**config.mk**
```make
export PLATFORM = sky130hd
export DESIGN_NAME = fp16_mul_pipe_flat
export DESIGN_NICKNAME = d
export VERILOG_FILES = /design/src/rtl/fp16_pkg.sv /design/src/rtl/fp16_mul_pipe_if.sv /design/src/rtl/dff.sv /design/src/rtl/fp16_mul_core.sv /design/src/rtl/fp16_mul_pipe.sv /design/src/flat_wrapper.sv
export SDC_FILE = /design/constraint.sdc
export NUM_CORES = 1
export LEC_CHECK = 0
export CAP_MARGIN = 15
export CORE_AREA = 2 2 104 116
export DETAILED_ROUTE_END_ITERATION = 16
export DIE_AREA = 0 0 106 118
export MAX_ROUTING_LAYER = met4
export PLACE_DENSITY = 0.82
export SLEW_MARGIN = 20
export SYNTH_ARGS = -nofsm -noshare
export SYNTH_HDL_FRONTEND = slang
export SYNTH_SLANG_ARGS = --single-unit
```
**constraint.sdc**
```tcl
create_clock -name clk -period 5.08 [get_ports clk]
set_clock_uncertainty 0.05 [all_clocks]
set_input_delay 1.016 -clock clk [delete_from_list [all_inputs] [get_ports clk]]
set_output_delay 1.016 -clock clk [all_outputs]
set_load 0.05 [all_outputs]
```
**src/rtl/fp16_pkg.sv**
```systemverilog
// rtl/fp16_pkg.sv - shared FP16 constants, field layout and multiplier intermediate types
package fp16_pkg;

    localparam int          FP16_EXP_BIAS = 15;
    localparam int          FP16_EXP_MAX  = 31;
    localparam logic [15:0] FP16_QNAN     = 16'h7E00;
    localparam logic [15:0] FP16_PINF     = 16'h7C00;

    typedef struct packed {
        logic       sign;
        logic [4:0] exp;
        logic [9:0] man;
    } fp16_t;

    typedef enum logic [1:0] {
        KIND_NORM,
        KIND_ZERO,
        KIND_INF,
        KIND_NAN
    } fp16_kind_e;

    // Handoff from the decode/multiply half to the normalise/round half.
    // exp is the unbiased-sum exponent (ea + eb - bias) as a signed byte.
    typedef struct packed {
        fp16_kind_e  kind;
        logic        sign;
        logic [7:0]  exp;
        logic [21:0] prod;
    } fp16_mid_t;

endpackage

```
**src/rtl/fp16_mul_pipe_if.sv**
```systemverilog
// rtl/fp16_mul_pipe_if.sv - operand/result handshake bundle for fp16_mul_pipe
interface fp16_mul_pipe_if #(
    parameter int LANES = 1
);
    logic                  in_valid;
    logic                  in_ready;
    logic [16*LANES-1:0]   input_a;
    logic [16*LANES-1:0]   input_b;
    logic                  out_valid;
    logic                  out_ready;
    logic [16*LANES-1:0]   result;

    modport master (
        output in_valid, input_a, input_b, out_ready,
        input  in_ready, out_valid, result
    );

    modport slave (
        input  in_valid, input_a, input_b, out_ready,
        output in_ready, out_valid, result
    );
endinterface

```
**src/rtl/dff.sv**
```systemverilog
// rtl/dff.sv - plain register cell with asynchronous active-low reset to a parameterised value
module dff #(
    parameter int               WIDTH       = 1,
    parameter logic [WIDTH-1:0] RESET_VALUE = '0
) (
    input  logic             clk,
    input  logic             reset_b,
    input  logic [WIDTH-1:0] d_i,
    output logic [WIDTH-1:0] q_o
);
    always_ff @(posedge clk or negedge reset_b) begin
        if (!reset_b) begin
            q_o <= RESET_VALUE;
        end else begin
            q_o <= d_i;
        end
    end
endmodule

```
**src/rtl/fp16_mul_core.sv**
```systemverilog
// rtl/fp16_mul_core.sv - one FP16 multiply lane: decode/multiply half, staged handoff, normalise/round half
module fp16_mul_core
    import fp16_pkg::*;
#(
    parameter int PIPE_STAGES = 2
) (
    input  logic                   clk,
    input  logic                   reset_b,
    input  logic [PIPE_STAGES-1:0] ld_i,
    input  logic [15:0]            a_i,
    input  logic [15:0]            b_i,
    output logic [15:0]            result_o
);
    fp16_t       fa, fb;
    fp16_mid_t   mul_d, rnd_src;
    logic        a_max, b_max, a_nan, b_nan, a_inf, b_inf, a_zero, b_zero;
    logic        shift, guard, sticky;
    logic [9:0]  man_t;
    logic [10:0] man_r;
    logic signed [7:0] exp_n, exp_r;
    logic [15:0] rnd_d, res_q;

    // Subnormals decode as zero: only exp==0 is checked, mantissa ignored.
    always_comb begin
        fa     = fp16_t'(a_i);
        fb     = fp16_t'(b_i);
        a_max  = (fa.exp == 5'(FP16_EXP_MAX));
        b_max  = (fb.exp == 5'(FP16_EXP_MAX));
        a_nan  = a_max & (|fa.man);
        b_nan  = b_max & (|fb.man);
        a_inf  = a_max & ~(|fa.man);
        b_inf  = b_max & ~(|fb.man);
        a_zero = (fa.exp == 5'd0);
        b_zero = (fb.exp == 5'd0);
        mul_d      = '0;
        mul_d.sign = fa.sign ^ fb.sign;
        mul_d.exp  = 8'(fa.exp) + 8'(fb.exp) - 8'(FP16_EXP_BIAS);
        mul_d.prod = 22'({1'b1, fa.man}) * 22'({1'b1, fb.man});
        if (a_nan | b_nan | (a_inf & b_zero) | (b_inf & a_zero)) begin
            mul_d.kind = KIND_NAN;
        end else if (a_inf | b_inf) begin
            mul_d.kind = KIND_INF;
        end else if (a_zero | b_zero) begin
            mul_d.kind = KIND_ZERO;
        end else begin
            mul_d.kind = KIND_NORM;
        end
    end

    if (PIPE_STAGES == 1) begin : g_flat
        assign rnd_src = mul_d;
    end else begin : g_split
        fp16_mid_t mid_q [PIPE_STAGES-1];

        always_ff @(posedge clk or negedge reset_b) begin
            if (!reset_b) begin
                for (int s = 0; s < PIPE_STAGES-1; s++) begin
                    mid_q[s] <= '0;
                end
            end else begin
                if (ld_i[0]) begin
                    mid_q[0] <= mul_d;
                end
                for (int s = 1; s < PIPE_STAGES-1; s++) begin
                    if (ld_i[s]) begin
                        mid_q[s] <= mid_q[s-1];
                    end
                end
            end
        end

        assign rnd_src = mid_q[PIPE_STAGES-2];
    end

    // A mantissa carry out of rounding bumps the exponent; range checks happen after that.
    always_comb begin
        shift  = rnd_src.prod[21];
        man_t  = shift ? rnd_src.prod[20:11] : rnd_src.prod[19:10];
        guard  = shift ? rnd_src.prod[10] : rnd_src.prod[9];
        sticky = shift ? (|rnd_src.prod[9:0]) : (|rnd_src.prod[8:0]);
        man_r  = {1'b0, man_t} + 11'(guard & (sticky | man_t[0]));
        exp_n  = $signed(rnd_src.exp) + (shift ? 8'sd1 : 8'sd0);
        exp_r  = exp_n + (man_r[10] ? 8'sd1 : 8'sd0);
        rnd_d  = {rnd_src.sign, 15'd0};
        case (rnd_src.kind)
            KIND_NAN:  rnd_d = FP16_QNAN;
            KIND_INF:  rnd_d = {rnd_src.sign, FP16_PINF[14:0]};
            KIND_ZERO: rnd_d = {rnd_src.sign, 15'd0};
            default: begin
                if (exp_r >= 8'sd31) begin
                    rnd_d = {rnd_src.sign, FP16_PINF[14:0]};
                end else if (exp_r > 8'sd0) begin
                    rnd_d = {rnd_src.sign, exp_r[4:0], man_r[9:0]};
                end
            end
        endcase
    end

    always_ff @(posedge clk or negedge reset_b) begin
        if (!reset_b) begin
            res_q <= '0;
        end else if (ld_i[PIPE_STAGES-1]) begin
            res_q <= rnd_d;
        end
    end

    assign result_o = res_q;
endmodule

```
**src/rtl/fp16_mul_pipe.sv**
```systemverilog
// rtl/fp16_mul_pipe.sv - multi-lane pipelined FP16 multiplier with a shared valid/ready handshake
module fp16_mul_pipe
    import fp16_pkg::*;
#(
    parameter int LANES       = 1,
    parameter int PIPE_STAGES = 2
) (
    input  logic             clk,
    input  logic             reset_b,
    input  logic             clear,
    fp16_mul_pipe_if.slave   bus
);
    logic [PIPE_STAGES-1:0] vld_q, vld_d, ld;
    logic                   adv;

    // The whole pipe moves as one; it stalls only when the output is occupied and not taken.
    assign adv           = bus.out_ready | ~vld_q[PIPE_STAGES-1];
    assign bus.in_ready  = adv;
    assign bus.out_valid = vld_q[PIPE_STAGES-1];

    always_comb begin
        vld_d = vld_q;
        ld    = '0;
        if (adv) begin
            vld_d[0] = bus.in_valid;
            ld[0]    = bus.in_valid;
            for (int s = 1; s < PIPE_STAGES; s++) begin
                vld_d[s] = vld_q[s-1];
                ld[s]    = vld_q[s-1];
            end
        end
        if (clear) begin
            vld_d = '0;
        end
    end

    dff #(
        .WIDTH       (PIPE_STAGES),
        .RESET_VALUE ({PIPE_STAGES{1'b0}})
    ) u_vld (
        .clk     (clk),
        .reset_b (reset_b),
        .d_i     (vld_d),
        .q_o     (vld_q)
    );

    for (genvar g = 0; g < LANES; g++) begin : g_lane
        fp16_mul_core #(
            .PIPE_STAGES (PIPE_STAGES)
        ) u_core (
            .clk      (clk),
            .reset_b  (reset_b),
            .ld_i     (ld),
            .a_i      (bus.input_a[16*g +: 16]),
            .b_i      (bus.input_b[16*g +: 16]),
            .result_o (bus.result[16*g +: 16])
        );
    end
endmodule

```
**src/flat_wrapper.sv**
```systemverilog
// flat-port wrapper written by rule: the top's interface ports become plain ports
module fp16_mul_pipe_flat import fp16_pkg::*;
#(
    parameter int LANES       = 1,
    parameter int PIPE_STAGES = 2
)
  (clk, reset_b, clear, bus_in_valid, bus_input_a, bus_input_b, bus_out_ready, bus_in_ready, bus_out_valid, bus_result);
  fp16_mul_pipe_if #(.LANES(LANES)) bus_i ();
  input  logic clk;
  input  logic reset_b;
  input  logic clear;
  input wire logic [$bits(bus_i.in_valid)-1:0] bus_in_valid;
  input wire logic [$bits(bus_i.input_a)-1:0] bus_input_a;
  input wire logic [$bits(bus_i.input_b)-1:0] bus_input_b;
  input wire logic [$bits(bus_i.out_ready)-1:0] bus_out_ready;
  output wire logic [$bits(bus_i.in_ready)-1:0] bus_in_ready;
  output wire logic [$bits(bus_i.out_valid)-1:0] bus_out_valid;
  output wire logic [$bits(bus_i.result)-1:0] bus_result;
  assign bus_i.in_valid = bus_in_valid;
  assign bus_i.input_a = bus_input_a;
  assign bus_i.input_b = bus_input_b;
  assign bus_i.out_ready = bus_out_ready;
  assign bus_in_ready = bus_i.in_ready;
  assign bus_out_valid = bus_i.out_valid;
  assign bus_result = bus_i.result;
  fp16_mul_pipe #(.LANES(LANES), .PIPE_STAGES(PIPE_STAGES)) u_core (.clk(clk), .reset_b(reset_b), .clear(clear), .bus(bus_i));
endmodule
```
==> summary.md <==
The flow ran to the end, but the final reports show violations. The final reports fail on negative setup slack. The number of H-tree levels was 2; the worst-margin pin slew was 0.764 ns. The die width is 106 µm, and the final setup violation count is 11. The die height was 118 µm; the synthesis-to-layout area growth was 30.3%. For this run, the detailed router's first-pass iteration total came to 5.

Count of boundary I/O pins: 55. The complex-gate fraction of the synthesized area was 0.114; the clock input transition at the sequential cells of the worst setup and hold paths was 0.07 ns. The tools report the worst hold slack as 0.433 ns. The worst setup path is launched from a primary input. The most instantiated flip-flop cell in the synthesis netlist is sky130_fd_sc_hd__dfrtp_1. The number of nets in the layout was 1109; the post-synthesis share of cell area spent on and, or, nand and nor gates was 0.189. The number of unique standard cell types used by synthesis was 58; the reported max-cap violation count was 0. The final route contains 6196 vias. The remaining antenna violation count is 0.

The proportion of layout cells with a drive suffix above 1 is 0.252. Leakage dissipation: 4.35 nW. Root buffer cell: sky130_fd_sc_hd__clkbuf_16.

After detailed routing, the number of remaining DRC violations is 0. In the final layout, the multi-input gates occupy 5350 µm². Most frequent standard cell in the layout excluding fill and tap cells: sky130_fd_sc_hd__inv_1. Counting I/O delays and the setup requirement, the final critical path takes 5.40 ns. For the floorplan die area, the log shows 12500 µm². Input and output buffers added on the ports amount to 54. TritonCTS built the clock tree. Detailed placement ended at an HPWL of 13.2 mm.

By area, the combinational part of the netlist is dominated by adder cells. The wire length per cell is 18.1 µm. After filler insertion, the fill cell instance count of the layout stands at 666. Post-detailed-placement cell area: 8150 µm².

STA classifies the critical path endpoint as a register. In this run the worst hold path is classified as register to register. Slack of the critical path: -0.317 ns. Number of global-route vias before repair: 6385. The net count after synthesis was 968.

Area of the core: 11300 µm². For the setup slack of the worst register-to-register path, the log shows 1.07 ns. Setup repair after global routing could not meet its margin everywhere. The clock reaches the later pin of the worst-skew pair after 0.29 ns. The aggregate routed wire length is 19.4 mm, and the final design instance area without fill is 8880 µm².

The weighted congestion reported at the end of routability-driven placement was 0.937. The effective utilization at floorplan is 0.601, and the multiplexer share of the synthesized area is 0.0167. The library cells used most frequently in the layout, excluding fill and tap cells, are sky130_fd_sc_hd__inv_1, sky130_fd_sc_hd__nand2_1, sky130_fd_sc_hd__buf_4. The number of antenna violations at the first check in global routing is 0. At the worst endpoint, the arrival time is 5.50 ns.

The synthesized design contains 0 enable-type register cells. The synthesized area per cell works out to 8.75 µm². The post-synthesis sequential area ratio is 0.184. IR analysis of the VDD net gives a maximum drop of 0.000474 V. Post-synthesis instance area: 6820 µm². The share of the clock period used by the worst path was 1.06. In the synthesized netlist, the number of instances is 779. The number of pins with negative max-slew slack in the final report was 0.

The first global-routing pass estimated 29.2 mm of wire. The run gives 185 MHz as the achievable clock frequency. Summing internal, switching and leakage power gives 5.73 mW. The xor and xnor fraction of the mapped netlist area is 0.0360, and the number of rows created at floorplan is 41.

The residual overflow from global routing came out at 0. The number of hold-slack violations in the final timing report is 0. The total routing resource utilization after global routing came out at 0.295. The total power divided by cell area works out to 645 nW/µm². In this run the deepest clock path goes through 2 buffers. Number of sinks on the clock net: 50. During synthesis, Yosys emitted a total of 0 warnings. The share of flip-flops with an asynchronous set or reset is 1.00, and the DRC marker count from the first detailed-route iteration is 379.

The run gives 5 as the number of buffers created by CTS. The worst slew margin relative to its limit came out at 0.491. The critical path is of the primary input to register type.

The core occupancy in the finished layout was 0.783. Data on the critical path is required at its endpoint by 5.19 ns. The count of inserted antenna diode cells is 0, and the worst setup slack after placement is -0.997 ns. The fraction of the mapped netlist area in adder cells came out at 0.369. The top fanout value on the critical path came out at 8.

Registers take 1250 µm². The maximum number of pins on one net before global-route repair came out at 51. In the routed layout, each cell is associated on average with a via count of 5.79.

The register bit total from synthesis was 50.
[synth_stat cells, drive strengths merged (3+ instances only)]
library cell	instances	area [µm²]
xor2	11	96.3
dfrtp	50	1250
inv	131	492
nand4	6	37.5
nor4	8	50.1
nand2b	6	45.0
mux2i	8	80.1
mux2	3	33.8
and2	45	283
a21oi	29	145
o21a	5	37.5
xnor2	17	149
or4	3	22.5
a31oi	4	25.0
o21ai	31	159
clkbuf	29	109
a211oi	8	70.1
nor2b	4	25.0
nor2	25	93.8
a21o	9	68.8
nor3	8	45.0
ha	70	876
o2111ai	3	26.3
a22o	9	78.8
o211ai	5	37.5
nand3b	5	37.5
fa	82	1640
nand3	17	90.1
buf	4	25.0
nand2	112	420
and3	9	62.6
[cell families (layout without fill, tap and decap cells)]
kind of cell | after synthesis | count (layout)
adders and majority gates | 152 | 152
AOI/OAI and AO/OA | 117 | 117
muxes | 11 | 11
xor gates and xnor gates | 28 | 28
buffers and inverters | 164 | 306
DFF | 50 | 50
and+or+nand+nor | 257 | 257
[state kept, by name, indices dropped and copies added (netlist names)]
register                            count
u_core.u_vld.q_o                        2
u_core.g_lane.u_core.result_o          16
u_core.g_lane.u_core.g_split.mid_q     32
[routing by layer]
| metal | part of all wire | track usage |
|---|---|---|
| met1 | 0.37 | 0.335 |
| met4 | 0.039 | 0.118 |
| met2 | 0.54 | 0.533 |
| met3 | 0.049 | 0.0266 |
| met5 | 0 | - |
[metrics by stage]
stage	TNS, ns	instances
global placement	-9.96	1033
global route	-3.28	1071
CTS	-1.67	1060
floorplan	-0.477	779
finish	-2.07	1071
detailed placement	-11.81	1033
[critical path, stage by stage]
cell	delay [ns]
sky130_fd_sc_hd__buf_6	0.12
sky130_fd_sc_hd__inv_2	0.07
sky130_fd_sc_hd__nor2_2	0.05
sky130_fd_sc_hd__fa_1	0.52
sky130_fd_sc_hd__inv_2	0.04
sky130_fd_sc_hd__fa_1	0.53
sky130_fd_sc_hd__inv_1	0.05
sky130_fd_sc_hd__fa_1	0.48
sky130_fd_sc_hd__fa_1	0.58
sky130_fd_sc_hd__inv_1	0.07
sky130_fd_sc_hd__fa_1	0.49
sky130_fd_sc_hd__inv_2	0.05
sky130_fd_sc_hd__ha_4	0.27
sky130_fd_sc_hd__o21a_4	0.14
sky130_fd_sc_hd__o2111ai_4	0.12
sky130_fd_sc_hd__a31oi_4	0.28
sky130_fd_sc_hd__buf_6	0.15
sky130_fd_sc_hd__nor4_4	0.03
sky130_fd_sc_hd__o21ai_0	0.30
sky130_fd_sc_hd__nand3_1	0.13
[report_power, final]
| group | total (mW) | switching, mW | internal, mW | leakage (nW) |
|---|---|---|---|---|
| clock | 0.373 | 0.141 | 0.233 | 0.0781 |
| combinational | 4.67 | 2.44 | 2.23 | 3.65 |
| sequential | 0.684 | 0.144 | 0.541 | 0.621 |
| total | 5.73 | 2.72 | 3.01 | 4.35 |
[path summary, 6_finish.rpt]
check / startpoint / to / depth (start not counted)
hold / removal: u_core.g_lane[0].u_core.g_split.mid_q[4]$_DFFE_PN0P_ / u_core.g_lane[0].u_core.g_split.mid_q[4]$_DFFE_PN0P_ / 2
hold reg to reg: u_core.g_lane[0].u_core.g_split.mid_q[4]$_DFFE_PN0P_ / u_core.g_lane[0].u_core.g_split.mid_q[4]$_DFFE_PN0P_ / 2
setup / recovery: bus_input_b[9] / u_core.g_lane[0].u_core.g_split.mid_q[21]$_DFFE_PN0P_ / 20
max in group asynchronous: reset_b / u_core.g_lane[0].u_core.g_split.mid_q[5]$_DFFE_PN0P_ / 1
min in group asynchronous: reset_b / u_core.g_lane[0].u_core.g_split.mid_q[24]$_DFFE_PN0P_ / 1
setup reg to reg: u_core.g_lane[0].u_core.g_split.mid_q[21]$_DFFE_PN0P_ / u_core.g_lane[0].u_core.result_o[9]$_DFFE_PN0P_ / 14
[repair_timing]
action	4_1_cts	5_1_grt
endpoints found under the setup margin	15	13
setup buffers	19	14
pin swaps	32	59
resized for setup	100	99
hold buffers	0	0
[area by class of cell]
class	count	area share
multi-input combinational	565	0.602
tap	150	0.0211
clock buffer	7	0.0149
timing repair buffer	167	0.161
sequential	50	0.141
clock inverter	1	0.00338
inverter	131	0.0565
Power figures use the tool's default switching activity.
